<file path="config.mk">
export PLATFORM = sky130hd
export DESIGN_NAME = pc_unit
export DESIGN_NICKNAME = d
export VERILOG_FILES = /design/src/rtl/pc_unit.sv
export SDC_FILE = /design/constraint.sdc
export NUM_CORES = 1
export LEC_CHECK = 0
export BUFFER_PORTS_ARGS = -buffer_cell sky130_fd_sc_hd__buf_2
export CAP_MARGIN = 0
export CORE_AREA = 3 3 129 131
export DETAILED_ROUTE_END_ITERATION = 7
export DIE_AREA = 0 0 132 134
export HOLD_SLACK_MARGIN = 0.15
export PLACE_DENSITY = 0.74
export SYNTH_ARGS = -nofsm -noshare
export SYNTH_HDL_FRONTEND = slang
export SYNTH_SLANG_ARGS = --single-unit
</file>
<file path="constraint.sdc">
create_clock -name Clk -period 7 [get_ports Clk]
set_clock_uncertainty 0.15 [all_clocks]
set_input_delay 1.05 -clock Clk [delete_from_list [all_inputs] [get_ports Clk]]
set_output_delay 1.05 -clock Clk [all_outputs]
set_load 0.1 [all_outputs]
</file>
<file path="src/rtl/pc_unit.sv">
// Program-counter stage: next-address select, return-address stack,
// halt/resume state machine and context-switch PC save register.
//
// Ports:
//   Clk, Reset          rising-edge clock, async active-high reset
//   Stall               freeze every register this cycle
//   Jump_R .. Change_Context, Branch_Cond
//                       decoder flow-control inputs
//   Imm_Addr, Reg_Addr, Ctx_Addr
//                       jump/branch/context targets
//   Resume              leave HALTED
//   PC                  current instruction address
//   Ctx_Saved_PC        PC+1 captured at last context switch
//   Halted              state machine is HALTED
//   Stack_Count         occupied return-stack entries
//   Stack_Overflow/Underflow  sticky stack error flags
module pc_unit #(
   parameter int unsigned           ADDR_WIDTH  = 10,
   parameter int unsigned           STACK_DEPTH = 16,
   parameter logic [ADDR_WIDTH-1:0] RESET_PC    = '0
) (
   input  logic                           Clk,
   input  logic                           Reset,
   input  logic                           Stall,
   input  logic                           Jump_R,
   input  logic                           Jump_I,
   input  logic                           Branch,
   input  logic                           Stack_Enable,
   input  logic                           Stack_Write,
   input  logic                           Halt,
   input  logic                           Change_Context,
   input  logic                           Branch_Cond,
   input  logic [ADDR_WIDTH-1:0]          Imm_Addr,
   input  logic [ADDR_WIDTH-1:0]          Reg_Addr,
   input  logic [ADDR_WIDTH-1:0]          Ctx_Addr,
   input  logic                           Resume,
   output logic [ADDR_WIDTH-1:0]          PC,
   output logic [ADDR_WIDTH-1:0]          Ctx_Saved_PC,
   output logic                           Halted,
   output logic [$clog2(STACK_DEPTH):0]   Stack_Count,
   output logic                           Stack_Overflow,
   output logic                           Stack_Underflow
);

   localparam int unsigned IW = $clog2(STACK_DEPTH);
   localparam int unsigned CW = IW + 1;

   localparam logic [ADDR_WIDTH-1:0] PC_ONE = ADDR_WIDTH'(1);
   localparam logic [IW-1:0]         IX_ONE = IW'(1);
   localparam logic [CW-1:0]         CT_ONE = CW'(1);
   localparam logic [CW-1:0]         CT_FULL = CW'(STACK_DEPTH);

   typedef enum logic {
      S_RUN,
      S_HALTED
   } state_e;

   state_e                  state_q, state_d;
   logic [ADDR_WIDTH-1:0]   pc_q, pc_d;
   logic [ADDR_WIDTH-1:0]   ctx_q, ctx_d;
   logic [CW-1:0]           cnt_q, cnt_d;
   logic                    ovf_q, ovf_d;
   logic                    unf_q, unf_d;
   logic [ADDR_WIDTH-1:0]   stack_q [STACK_DEPTH];

   logic [ADDR_WIDTH-1:0]   pc_inc;
   logic [IW-1:0]           wr_idx;
   logic [IW-1:0]           top_idx;
   logic                    st_empty;
   logic                    st_full;
   logic                    push_en;

   // Wraps naturally at 2^ADDR_WIDTH.
   assign pc_inc   = pc_q + PC_ONE;
   // The low bits of the count address the next free slot; when the
   // count is DEPTH they wrap to 0, so top_idx still lands on DEPTH-1.
   assign wr_idx   = cnt_q[IW-1:0];
   assign top_idx  = cnt_q[IW-1:0] - IX_ONE;
   assign st_empty = (cnt_q == '0);
   assign st_full  = (cnt_q == CT_FULL);

   // State register
   always_ff @(posedge Clk or posedge Reset) begin
      if (Reset) begin
         state_q <= S_RUN;
         pc_q    <= RESET_PC;
         ctx_q   <= '0;
         cnt_q   <= '0;
         ovf_q   <= 1'b0;
         unf_q   <= 1'b0;
      end else begin
         state_q <= state_d;
         pc_q    <= pc_d;
         ctx_q   <= ctx_d;
         cnt_q   <= cnt_d;
         ovf_q   <= ovf_d;
         unf_q   <= unf_d;
      end
   end

   // Stack storage needs no reset: entries above the count are unused.
   always_ff @(posedge Clk) begin
      if (push_en) begin
         stack_q[wr_idx] <= pc_inc;
      end
   end

   // Next-state and next-PC selection
   always_comb begin
      state_d = state_q;
      pc_d    = pc_q;
      ctx_d   = ctx_q;
      cnt_d   = cnt_q;
      ovf_d   = ovf_q;
      unf_d   = unf_q;
      push_en = 1'b0;
      if (!Stall) begin
         unique case (state_q)
            S_RUN: begin
               if (Halt) begin
                  state_d = S_HALTED;
               end else if (Change_Context) begin
                  pc_d  = Ctx_Addr;
                  ctx_d = pc_inc;
               end else if (Stack_Enable && !Stack_Write) begin
                  if (st_empty) begin
                     pc_d  = pc_inc;
                     unf_d = 1'b1;
                  end else begin
                     pc_d  = stack_q[top_idx];
                     cnt_d = cnt_q - CT_ONE;
                  end
               end else if (Stack_Enable) begin
                  pc_d = Imm_Addr;
                  if (st_full) begin
                     ovf_d = 1'b1;
                  end else begin
                     push_en = 1'b1;
                     cnt_d   = cnt_q + CT_ONE;
                  end
               end else if (Jump_R) begin
                  pc_d = Reg_Addr;
               end else if (Jump_I) begin
                  pc_d = Imm_Addr;
               end else if (Branch && Branch_Cond) begin
                  pc_d = Imm_Addr;
               end else begin
                  pc_d = pc_inc;
               end
            end
            S_HALTED: begin
               // Resume skips past the HALT instruction.
               if (Resume) begin
                  state_d = S_RUN;
                  pc_d    = pc_inc;
               end
            end
            default: begin
               state_d = S_RUN;
            end
         endcase
      end
   end

   // Outputs
   always_comb begin
      PC              = pc_q;
      Ctx_Saved_PC    = ctx_q;
      Halted          = (state_q == S_HALTED);
      Stack_Count     = cnt_q;
      Stack_Overflow  = ovf_q;
      Stack_Underflow = unf_q;
   end

endmodule

</file>
== After elaboration in Yosys (flattened, before gate mapping) ==
Memories as Yosys holds them, arrays and structs flattened.
Cells that the tools add are included.
Operators by class
  eq/ne operators: 5
  mux-type cells: 26
  add/sub/neg operators: 4
  bitwise gates (word level): 5
  reduce and logical (&&, ||, !) cells: 10
Operator list (count)
  $mux 10: 9
  $mux 5: 4
  $pmux 10 s2: 1
  $reduce_and 7->1: 2
  $mux 1: 11
  $add 10x1->10 const B: 1
  $ne 2x2->1 const B: 3
  $reduce_and 6->1: 1
  $add 5x1->5 const B: 1
  $eq 5x5->1 const B: 1
  $logic_not 5->1: 1
  $not 1->1: 5
  $sub 5x1->5 const B: 1
  $reduce_and 4->1: 1
  $sub 4x1->4 const B: 1
  $reduce_and 3->1: 1
  $logic_and 1x1->1: 2
  $ne 2x1->1 const B: 1
  $pmux 1 s2: 1
  $reduce_bool 2->1: 1
  $logic_not 1->1: 1
Storage, ports and cells
  bits of input ports: 42
  bits in writable memories: 160
  flip-flop bits (word level): 28
  word-level logic and storage cells: 57
  memories: 1
  output and inout port bits: 28
Memories
  stack_q: depth 16, bits a word 10, rd ports 1, clocked after Yosys merged registers in 0, wr ports 1, RTL line 64  | logic [ADDR_WIDTH-1:0] stack_q [STACK_DEPTH];

== Depth between registers and ports, before layout ==
Gate-level depths: netlist of run 1.
  depth in word-level cells: 10
  mapped depth: 13
  mapped depth without buffers: 8

== Worst setup path after synthesis of run 1 ==
No wires, ideal clock.
  path kind: register to register
  from: register cnt_q[0] (netlist: Stack_Count[0])
  to: register pc_q[6] (netlist: PC[6])
  buffers on the path: 4
  arrival: 3.391 ns
  data required time: 6.720 ns
  setup time: 0.130 ns
  period minus slack after synthesis: 3.672 ns
  setup slack: 3.328 ns
  cell stages (with the launch flop): 11
  path through: dfrtp_1 > buf_6 > buf_8 > buf_4 > inv_1 > ha_1 > buf_1 > mux4_2 > mux4_2 > o221ai_2 > nand3_1
On the way
  word-level cells in the longest chain between the ends: 7
  elaborated cells between the ends (all ways): 8
  those cells by class: add/sub: 1; mux: 5; reduce/logical: 1; memory: 1
Ends and longest elaborated chain
  start, declared: RTL line 61  | logic [CW-1:0] cnt_q, cnt_d;
  start signal, assigned: RTL line 95  | cnt_q <= cnt_d;
  $sub 4x1->4: RTL line 78  | assign top_idx = cnt_q[IW-1:0] - IX_ONE;
  via top_idx[0]: RTL line 68  | logic [IW-1:0] top_idx;
  $mem_v2 16x10
  $mux 10: RTL line 126  | if (st_empty) begin
  $mux 10: RTL line 125  | end else if (Stack_Enable && !Stack_Write) begin
  $mux 10: RTL line 122  | end else if (Change_Context) begin
  $mux 10: RTL line 120  | if (Halt) begin
  $pmux 10 s2: RTL line 118  | unique case (state_q)
  end signal, assigned: RTL line 93  | pc_q <= pc_d;
  end, declared: RTL line 59  | logic [ADDR_WIDTH-1:0] pc_q, pc_d;
The timed path passes the listed nets, and every way through them passes these cells. The select of a mux whose other input is x is not followed.
A chain may end at the register's enable or synchronous reset.

== Final worst setup path of run 1 ==
  from: register cnt_q[0] (netlist: Stack_Count[0])
  to: register pc_q[8] (netlist: PC[8])
The elaborated chain is that of the path after synthesis.

==> run summary, run 1 <==
fin crit period: 4.40 ns
Synth cell types: 58
register share of total power: 33.1%
clk buf depth: 2
core footprint: 15700 sq um
Nets: 687
Via density: 6.14
slowest CP cell: ha_1
Initial Utilization: 54.0%
number of flops mapped to enable cells by yosys: 160
initial antenna violation count: 0
CTS hold repair buffers: 0
Synth Net Count: 619
WL per Instance: 23.1 um
number of port buffers: 69
I/O Pins: 70
root buf cell: clkbuf_16
placed inst area: 9030 sq um
Ys Warns: 0
Main synth FF type: edfxtp_1
Hold Crit Endpoint: Stack_Underflow
Hold Startpoint: Stack_Underflow
post-CTS sizing: 0
RR Startpoint: Stack_Count[0]
worst rel slew slack: 12.9%
Avg Synthesized Cell Area: 15.0 sq um
H-tree lvl count: 4
layout cells sized above 1: 25.3%
Synth top cells by count: 160 x edfxtp_1, 46 x nand2_1, 39 x mux4_2, 36 x nor2_1, 28 x dfrtp_1
worst slew pin tran: 1.31 ns
P per Cell Area: 494 nW/um^2
r2r endpoint: PC[8]
VDD IR max: 0.000299 V
critical path startpoint category: register
share of the synthesized area in the top cell type: 56.7%
first-pass detailed-route iteration total: 5
Final Wtd Congestion: 0.905
GRT overflow: 0
RSZ-0062 raised after global routing: no
Net Sw Power: 0.00206 W
largest net degree at the start of global routing: 48
Post-Syn Instances: 567
Routed WL: 20000 um
Final Max Tran Viols: 0
post-route ant nets: 0
setup_tns: 0 ns
Inserted Diodes: 0
WHS Path Cells: 1
Worst Setup SP: Stack_Count[0]
Horiz. Die Dim: 132 um
GRT Util Overall: 23.5%
max incr delay on CP: 1.25 ns
Filler cells: 1148
vias in the first global route: 5350
most frequent cell after synthesis: edfxtp_1
Synth-to-Final Area Change: 14.1%
FFs w/ async S/R, synth: 14.9%
vias: 5307
Min-Delay Path Class: reg2reg
Initial DRC Count: 624
Final Cycle Share: 62.8%
worst path cell trace: buf_4 -> inv_1 -> ha_1 -> buf_4 -> mux4_2 -> mux4_2 -> o221ai_1 -> o21ai_1
r2r worst-path depth: 8
WP buf/inv: 3
Hold Vio Cnt, Final: 0
die extent in y: 134 um
global-route wire length before repair: 31400 um
clk slew on worst S/H paths: 0.07 ns
Pleak: 3.41 nW
r2r setup slk: 2.60 ns
Yosys reg bits: 188
Power, Total: 0.00478 W
outcome: finished clean
post-synthesis cell area: 8480 sq um
critical path type: reg2reg
sequential element share of the synthesized area: 64.9%
Num CTS Buffers: 17
Design Area, Final: 9670 sq um
drt drc: 0
total setup buffers inserted after CTS: 0
Synth area leader: edfxtp_1
TritonCTS clock tree: done
max-cap viol count: 0
critical path data required time: 7.15 ns
switch share: 43.0%
worst path arrival time: 4.54 ns
area of the die: 17700 sq um
final setup vio count: 0
Clock Power Share: 21.8%
Synth area leaders: edfxtp_1 57%, mux4_2 10%, dfrtp_1 8.3%
Crit. End Element: register
logic gate share of total power: 45.1%
row cnt: 46
P_int: 0.00272 W
CP top delay family: buffers and inverters
Num Clock Sinks: 188
Max Freq: 0.227 GHz
DP HPWL: 13500 um
Clock Latency Late Sink: 0.43 ns
CP max FO: 47
==> worst max path at each step <==
stage,cells past startpoint,to,slack [ns]
2_1_floorplan,10,PC[6],3.33
3_3_place_gp,8,PC[6],2.76
3_5_place_dp,8,PC[8],2.62
4_1_cts,8,PC[6],2.47
5_1_grt,8,PC[8],2.25
6_report,8,PC[8],2.60
==> per-layer routing <==
layer / wire [um] / part of all wire (%) / vias to the layer above / track usage (%)
li1: - / - / 2324 / -
met1: 8010 / 40 / 2653 / 31.2
met2: 9810 / 49 / 287 / 38.3
met3: 1610 / 8.0 / 43 / 5.59
met4: 542 / 2.7 / 0 / 8.63
met5: 0 / 0 / - / 0
==> worst reg2reg max path, stage by stage (launching register included) <==
cell,delay [ns]
dfrtp_2,0.36
buf_4,0.64
inv_1,0.29
ha_1,1.25
buf_4,0.40
mux4_2,0.33
mux4_2,0.50
o221ai_1,0.23
o21ai_1,0.11
==> metrics by stage <==
step                      std cells  worst slack, ns  utilization (%)  hold WS, ns
after CTS                       864             2.47             61.6        0.330
after detailed placement        832             2.62             57.5        0.313
after global placement          832             2.76             57.5        0.305
after global routing            864             2.25             61.6        0.356
after floorplan                 567             3.33                -        0.753
final                           864             2.60             61.6        0.326
==> cell usage in the layout (no fill, tap or decap), drive strengths merged, types with 2 or more instances in the layout <==
cell type / netlist / routed
a221oi: 2 / 2
mux4: 43 / 43
a221o: 3 / 3
dfrtp: 28 / 28
clkbuf: 16 / 18
and2: 11 / 11
nor2b: 5 / 5
xor2: 8 / 8
o21ai: 23 / 23
mux2: 5 / 5
nor3: 13 / 13
a211o: 2 / 2
nand3: 18 / 18
a31o: 3 / 3
nor3b: 4 / 4
a31oi: 7 / 7
nand2: 46 / 46
inv: 21 / 30
a2111oi: 2 / 2
ha: 9 / 9
o221ai: 2 / 2
xnor2: 9 / 9
bufinv: 0 / 4
o211ai: 3 / 3
nand2b: 4 / 4
edfxtp: 160 / 160
buf: 15 / 80
a211oi: 11 / 11
a21o: 5 / 5
nor2: 36 / 36
o22ai: 5 / 5
nand4: 2 / 2
or3: 4 / 4
a21oi: 26 / 26
mux2i: 6 / 6
==> registers in the layout, indices dropped and copies added, names as in the netlist <==
name             cells
PC                  10
Stack_Count          5
stack_q            160
Ctx_Saved_PC        10
Halted               1
Stack_Overflow       1
Stack_Underflow      1
==> cell type report <==
type	instances	area [sq um]	area share, %
clock buffer	18	429	4.44
clock inverter	14	215	2.23
inverter	21	78.8	0.815
multi-input combinational	327	2740	28.4
sequential	188	5510	56.9
tap	216	270	2.79
timing repair buffer	80	428	4.42
==> logic make-up after synthesis <==
kind of cell / count (synthesis) / synth area share [%]
and+or+nand+nor: 146 / 8.20
muxes: 54 / 13.0
adders and majority gates: 10 / 1.56
DFF: 188 / 64.9
AOI/OAI and AO/OA: 100 / 7.60
xor gates and xnor gates: 17 / 1.93
buffers and inverters: 52 / 2.80
==> power by group through the flow <==
stage / sequential (W) / clock [W] / combinational, W
after global routing: 0.00159 / 0.00110 / 0.00229
after floorplan: 0.00207 / 0 / 0.00113
after CTS: 0.00158 / 0.00106 / 0.00217
after detailed placement: 0.00160 / 0 / 0.00214
after global placement: 0.00160 / 0 / 0.00211
final: 0.00158 / 0.00104 / 0.00216
(Power assumes the default switching activity.)
==> inputs of run 2 (changes only) <==
--- a/config.mk
+++ b/config.mk
@@ -5,11 +5,12 @@
 export SDC_FILE = /design/constraint.sdc
 export NUM_CORES = 1
 export LEC_CHECK = 0
+export ABC_AREA = 1
 export BUFFER_PORTS_ARGS = -buffer_cell sky130_fd_sc_hd__buf_2
 export CAP_MARGIN = 0
-export CORE_AREA = 3 3 129 131
+export CORE_AREA = 3 3 130 132
 export DETAILED_ROUTE_END_ITERATION = 7
-export DIE_AREA = 0 0 132 134
+export DIE_AREA = 0 0 133 135
 export HOLD_SLACK_MARGIN = 0.15
 export PLACE_DENSITY = 0.74
 export SYNTH_ARGS = -nofsm -noshare
==> constraint.sdc (replaced) <==
create_clock -name Clk -period 4.3 [get_ports Clk]
set_clock_uncertainty 0.15 [all_clocks]
set_input_delay 0.645 -clock Clk [delete_from_list [all_inputs] [get_ports Clk]]
set_output_delay 0.645 -clock Clk [all_outputs]
set_load 0.1 [all_outputs]
==> run summary, run 2 <==
Inserted Diodes: 0
Hold Vio Cnt, Final: 0
Via density: 5.69
post-synthesis cell area: 8680 sq um
Synth cell types: 31
Clock Latency Late Sink: 0.43 ns
Initial Utilization: 54.8%
CP max FO: 61
die extent in y: 135 um
Synth top cells by count: 180 x nand2_1, 160 x edfxtp_1, 136 x nor2_1, 73 x inv_1, 69 x nand3_1
final hold slack: 0.251 ns
core footprint: 15800 sq um
max incr delay on CP: 0.61 ns
P per Cell Area: 850 nW/um^2
Horiz. Die Dim: 133 um
Final Cycle Share: 71.5%
share of the synthesized area in the top cell type: 55.4%
I/O Pins: 70
slowest CP cell: buf_4
FFs w/ async S/R, synth: 14.9%
max-cap viol count: 0
Final Max Tran Viols: 0
worst path cell trace: inv_2 -> buf_4 -> ha_1 -> xor2_1 -> buf_4 -> o211ai_1 -> nand3_1 -> nand3_1 -> nand3_1 -> nand2_1 -> nand2_1 -> nand2_1
post-synthesis compound-gate area fraction: 10.2%
Worst Setup SP: Stack_Count[0]
number of port buffers: 69
worst slew pin tran: 1.06 ns
vias: 6661
RR Startpoint: Stack_Count[0]
area of the die: 18000 sq um
Num Clock Sinks: 188
total setup buffers inserted after CTS: 0
critical path data required time: 4.47 ns
Setup WS pre-CTS: 1.07 ns
crit path capture: PC[6]
Synth area leader: edfxtp_1
most frequent cell after synthesis: nand2_1
number of flops mapped to enable cells by yosys: 160
critical path startpoint category: register
Main synth FF type: edfxtp_1
DP HPWL: 14600 um
Max Freq: 0.325 GHz
sequential element share of the synthesized area: 63.4%
H-tree lvl count: 4
drt drc: 0
layout cells sized above 1: 13.5%
initial antenna violation count: 0
outcome: finished clean
simple-gate portion of the synthesized area: 18.5%
global-route wire length before repair: 34700 um
Num CTS Buffers: 17
Avg Synthesized Cell Area: 9.89 sq um
first-pass detailed-route iteration total: 7
row cnt: 46
max reg flops: 160
post-synthesis adder-cell area fraction: 1.53%
Initial DRC Count: 973
post-route ant nets: 0
GRT Util Overall: 25.6%
GRT overflow: 0
r2r endpoint: PC[6]
mux cell area share after synthesis: 0%
worst path arrival time: 3.24 ns
Ys Warns: 0
r2r worst-path depth: 12
RSZ-0062 raised after global routing: no
largest net degree at the start of global routing: 89
Synth area leaders: edfxtp_1 55%, dfrtp_1 8.1%, nand2_1 7.8%
Min-Delay Path Class: in2reg
most common cell after layout, fill and taps aside: nand2_1
final setup vio count: 0
Yosys reg bits: 188
VDD IR max: 0.000522 V
Post-Syn Instances: 878
TritonCTS clock tree: done
critical path type: reg2reg
WL per Instance: 19.6 um
Most flops, register: stack_q
worst rel slew slack: 29.1%
Synth-to-Final Area Change: 14.0%
root buf cell: clkbuf_16
Synth Area in XOR/XNOR: 0.908%
Nets: 993
post-CTS sizing: 0
WHS Path Cells: 2
Final Wtd Congestion: 0.905
vias in the first global route: 6146
clk buf depth: 2
Pleak: 4.03 nW
clk slew on worst S/H paths: 0.07 ns
Crit. End Element: register
Routed WL: 22900 um
r2r setup slk: 1.23 ns
final worst setup slack: 1.23 ns
most frequent cells in the layout: 180 x nand2_1, 160 x edfxtp_1, 136 x nor2_1
combinational family with the most area after synthesis: simple AND/OR/NAND/NOR gates
Synth Net Count: 930
fin crit period: 3.07 ns
setup_tns: 0 ns
run 2: cell count changes in the layout (fill, tap and decap cells not counted), moves of 10 or more:
cell,delta
nand2_1,+134
nor2_1,+100
inv_1,+53
nand3_1,+51
o21ai_0,+49
mux4_2,-39
o21ai_1,+21
o211ai_1,+20
and2_1,-11
nor3_1,-11
a211oi_1,-10
run 2: cell families (layout without fill, tap and decap cells):
logic type	after synthesis	after routing
xor gates and xnor gates	9	9
AOI/OAI and AO/OA	161	161
buffers and inverters	115	191
and+or+nand+nor	395	395
adders and majority gates	10	10
DFF	188	188
run 2: stage by stage:
stage                     utilization, %  instance area (sq um)  instances  power, W
final                               62.5                   9900       1170   0.00841
after global placement              58.3                   9230       1137   0.00659
after global routing                62.5                   9900       1170   0.00881
after floorplan                        -                   8680        878   0.00542
after CTS                           62.5                   9900       1170   0.00836
after detailed placement            58.3                   9230       1137   0.00663
run 2: how the worst min path moves through the flow:
stage                            endpoint       startpoint
after floorplan           Ctx_Saved_PC[0]            Reset
after global placement    Ctx_Saved_PC[2]  Ctx_Saved_PC[2]
after detailed placement  Ctx_Saved_PC[1]  Ctx_Saved_PC[1]
after CTS                          Halted            Stall
after global routing               Halted            Stall
final                              Halted            Stall
run 2: power breakdown:
group / switching (W) / total, W / leakage, nW / internal [W]
logic: 0.00320 / 0.00414 / 1.92 / 0.000943
registers: 0.000151 / 0.00254 / 1.79 / 0.00239
clock network: 0.000701 / 0.00173 / 0.319 / 0.00103
total: 0.00405 / 0.00841 / 4.03 / 0.00436
run 2: layout make-up:
type | instances | area (sq um)
fillers | 1304 | 5930
flip-flops and latches | 188 | 5510
multi-input cells | 575 | 2710
repair buffers | 83 | 465
clock buffers | 20 | 457
inverters | 76 | 285
well taps | 216 | 270
clock inverters | 12 | 201
run 2: routing by layer:
layer / global-route usage, % / up-vias / part of all wire [%]
li1: - / 3111 / -
met1: 37.2 / 3170 / 41
met2: 39.2 / 333 / 47
met3: 4.66 / 47 / 9.3
met4: 8.89 / 0 / 2.5
met5: 0 / - / 0
run 2: critical path: cells and delay by family, from the launching register on:
| kind | cells | cell delay (ns) |
|---|---|---|
| compound gates | 1 | 0.20 |
| buf+inv | 3 | 1.16 |
| xor+xnor | 1 | 0.15 |
| flops | 1 | 0.41 |
| simple gates | 6 | 0.52 |
| fa+ha+maj | 1 | 0.32 |
run 2: timing repair:
item	in CTS	in global routing
hold buffers	1	0
endpoints found under the setup margin	0	0
hold endpoints to repair	25	0
==> inputs of run 3 (changes only) <==
--- a/config.mk
+++ b/config.mk
@@ -5,12 +5,12 @@
 export SDC_FILE = /design/constraint.sdc
 export NUM_CORES = 1
 export LEC_CHECK = 0
-export ABC_AREA = 1
+export ABC_AREA = 0
 export BUFFER_PORTS_ARGS = -buffer_cell sky130_fd_sc_hd__buf_2
 export CAP_MARGIN = 0
-export CORE_AREA = 3 3 130 132
+export CORE_AREA = 3 3 129 131
 export DETAILED_ROUTE_END_ITERATION = 7
-export DIE_AREA = 0 0 133 135
+export DIE_AREA = 0 0 132 134
 export HOLD_SLACK_MARGIN = 0.15
 export PLACE_DENSITY = 0.74
 export SYNTH_ARGS = -nofsm -noshare
==> constraint.sdc (replaced) <==
create_clock -name Clk -period 3 [get_ports Clk]
set_clock_uncertainty 0.15 [all_clocks]
set_input_delay 0.45 -clock Clk [delete_from_list [all_inputs] [get_ports Clk]]
set_output_delay 0.45 -clock Clk [all_outputs]
set_load 0.1 [all_outputs]
==> run summary, run 3 (same netlist as run 1, synthesis figures left out) <==
max reg flops: 160
GRT overflow: 0
Final Core Density: 63.0%
P per Cell Area: 1140 nW/um^2
critical path startpoint category: register
worst path cell trace: or3_1 -> nor2_1 -> nand3_1 -> a2111oi_1 -> and2_1
GRT Util Overall: 24.9%
Max Freq: 0.352 GHz
final setup vio count: 0
vias: 5420
post-route ant nets: 0
Final Max Tran Viols: 0
Inserted Diodes: 0
Initial DRC Count: 547
CP top delay family: simple AND/OR/NAND/NOR gates
global-route wire length before repair: 32900 um
drt drc: 0
RSZ-0062 raised after global routing: no
r2r worst-path depth: 5
Horiz. Die Dim: 132 um
die extent in y: 134 um
row cnt: 46
VDD IR max: 0.000667 V
r2r setup slk: 0.16 ns
critical path type: reg2reg
Filler cells: 1167
r2r endpoint: stack_q[2][2]
largest net degree at the start of global routing: 47
Num Clock Sinks: 188
critical path data required time: 2.92 ns
Seq. cell area: 5510 sq um
Hold Vio Cnt, Final: 0
first-pass detailed-route iteration total: 5
WL per Instance: 23.7 um
Power, Total: 0.0113 W
H-tree lvl count: 4
CP max FO: 10
outcome: finished clean
clk buf depth: 2
Synth-to-Final Area Change: 16.7%
setup_tns: 0 ns
Crit. End Element: register
Final Cycle Share: 94.6%
Pleak: 3.52 nW
layout cells sized above 1: 28.6%
root buf cell: clkbuf_16
Num CTS Buffers: 17
number of port buffers: 69
Via density: 6.08
multi-input logic area: 2780 sq um
slowest CP cell: a2111oi_1
DP HPWL: 14400 um
fin crit period: 2.84 ns
max incr delay on CP: 0.61 ns
most common cell after layout, fill and taps aside: edfxtp_1
Nets: 714
area of the die: 17700 sq um
Initial Utilization: 54.0%
clk slew on worst S/H paths: 0.07 ns
worst slew pin tran: 1.14 ns
Most flops, register: stack_q
vias in the first global route: 5430
WP buf/inv: 0
Final Wtd Congestion: 0.920
TritonCTS clock tree: done
I/O Pins: 70
core footprint: 15700 sq um
worst path arrival time: 2.76 ns
Routed WL: 21100 um
total setup buffers inserted after CTS: 0
most frequent cells in the layout: 160 x edfxtp_1, 69 x buf_2, 46 x nand2_1
max-cap viol count: 0
Min-Delay Path Class: in2async
RR Startpoint: Halted
initial antenna violation count: 0
Clock Latency Late Sink: 0.43 ns
worst rel slew slack: 24.1%
[run 3: cell types whose count changed in the layout (fill, tap and decap cells not counted), moves of 11 or more]
cell / delta
nand2_1: -134
nor2_1: -100
inv_1: -54
nand3_1: -51
o21ai_0: -49
mux4_2: +39
buf_4: +24
o21ai_1: -21
o211ai_1: -20
and2_1: +11
nor3_1: +11
[run 3: what timing repair did]
action                     CTS  global route
hold buffers                 1             0
setup endpoints to repair    0             1
hold endpoints to repair     1             0
resized for setup            0             1
[run 3: final cells by class]
type	count	share of cell area (%)
clock buffers	17	4.30
clock inverters	15	1.87
inverters	21	0.835
multi-input cells	327	28.0
flip-flops and latches	188	55.7
well taps	216	2.73
repair buffers	107	6.53
[run 3: worst max path at each step]
stage,startpoint,endpoint,slack [ns],depth (start not counted)
4_1_cts,Stack_Count[0],PC[9],0.15,7
5_1_grt,Halted,stack_q[2][1],0.03,5
2_1_floorplan,Halted,stack_q[8][0],-0.08,5
6_report,Halted,stack_q[2][2],0.16,5
3_3_place_gp,Stall,stack_q[1][0],0.17,6
3_5_place_dp,Stall,stack_q[2][0],0.05,6
[run 3: routing by layer]
metal / GRT usage [%] / share of wire (%) / vias up
li1: - / - / 2374
met1: 33.8 / 40 / 2685
met2: 38.8 / 47 / 316
met3: 7.24 / 9.7 / 45
met4: 9.57 / 3.0 / 0
met5: 0 / 0 / -
[run 3: report_power, final]
part	switching, W	total [W]	internal, W
logic	0.00365	0.00534	0.00169
registers	0.000234	0.00366	0.00343
clock network	0.000999	0.00233	0.00133
[run 3: per-stage QoR]
step | hold slack (ns) | cells | instance area [sq um] | worst slack (ns)
after CTS | 0.171 | 891 | 9880 | 0.150
final | 0.150 | 891 | 9890 | 0.161
after floorplan | 0.365 | 567 | 8540 | -0.0756
after global placement | 0.295 | 858 | 9260 | 0.172
after global routing | 0.194 | 891 | 9890 | 0.0322
after detailed placement | 0.323 | 858 | 9260 | 0.0527
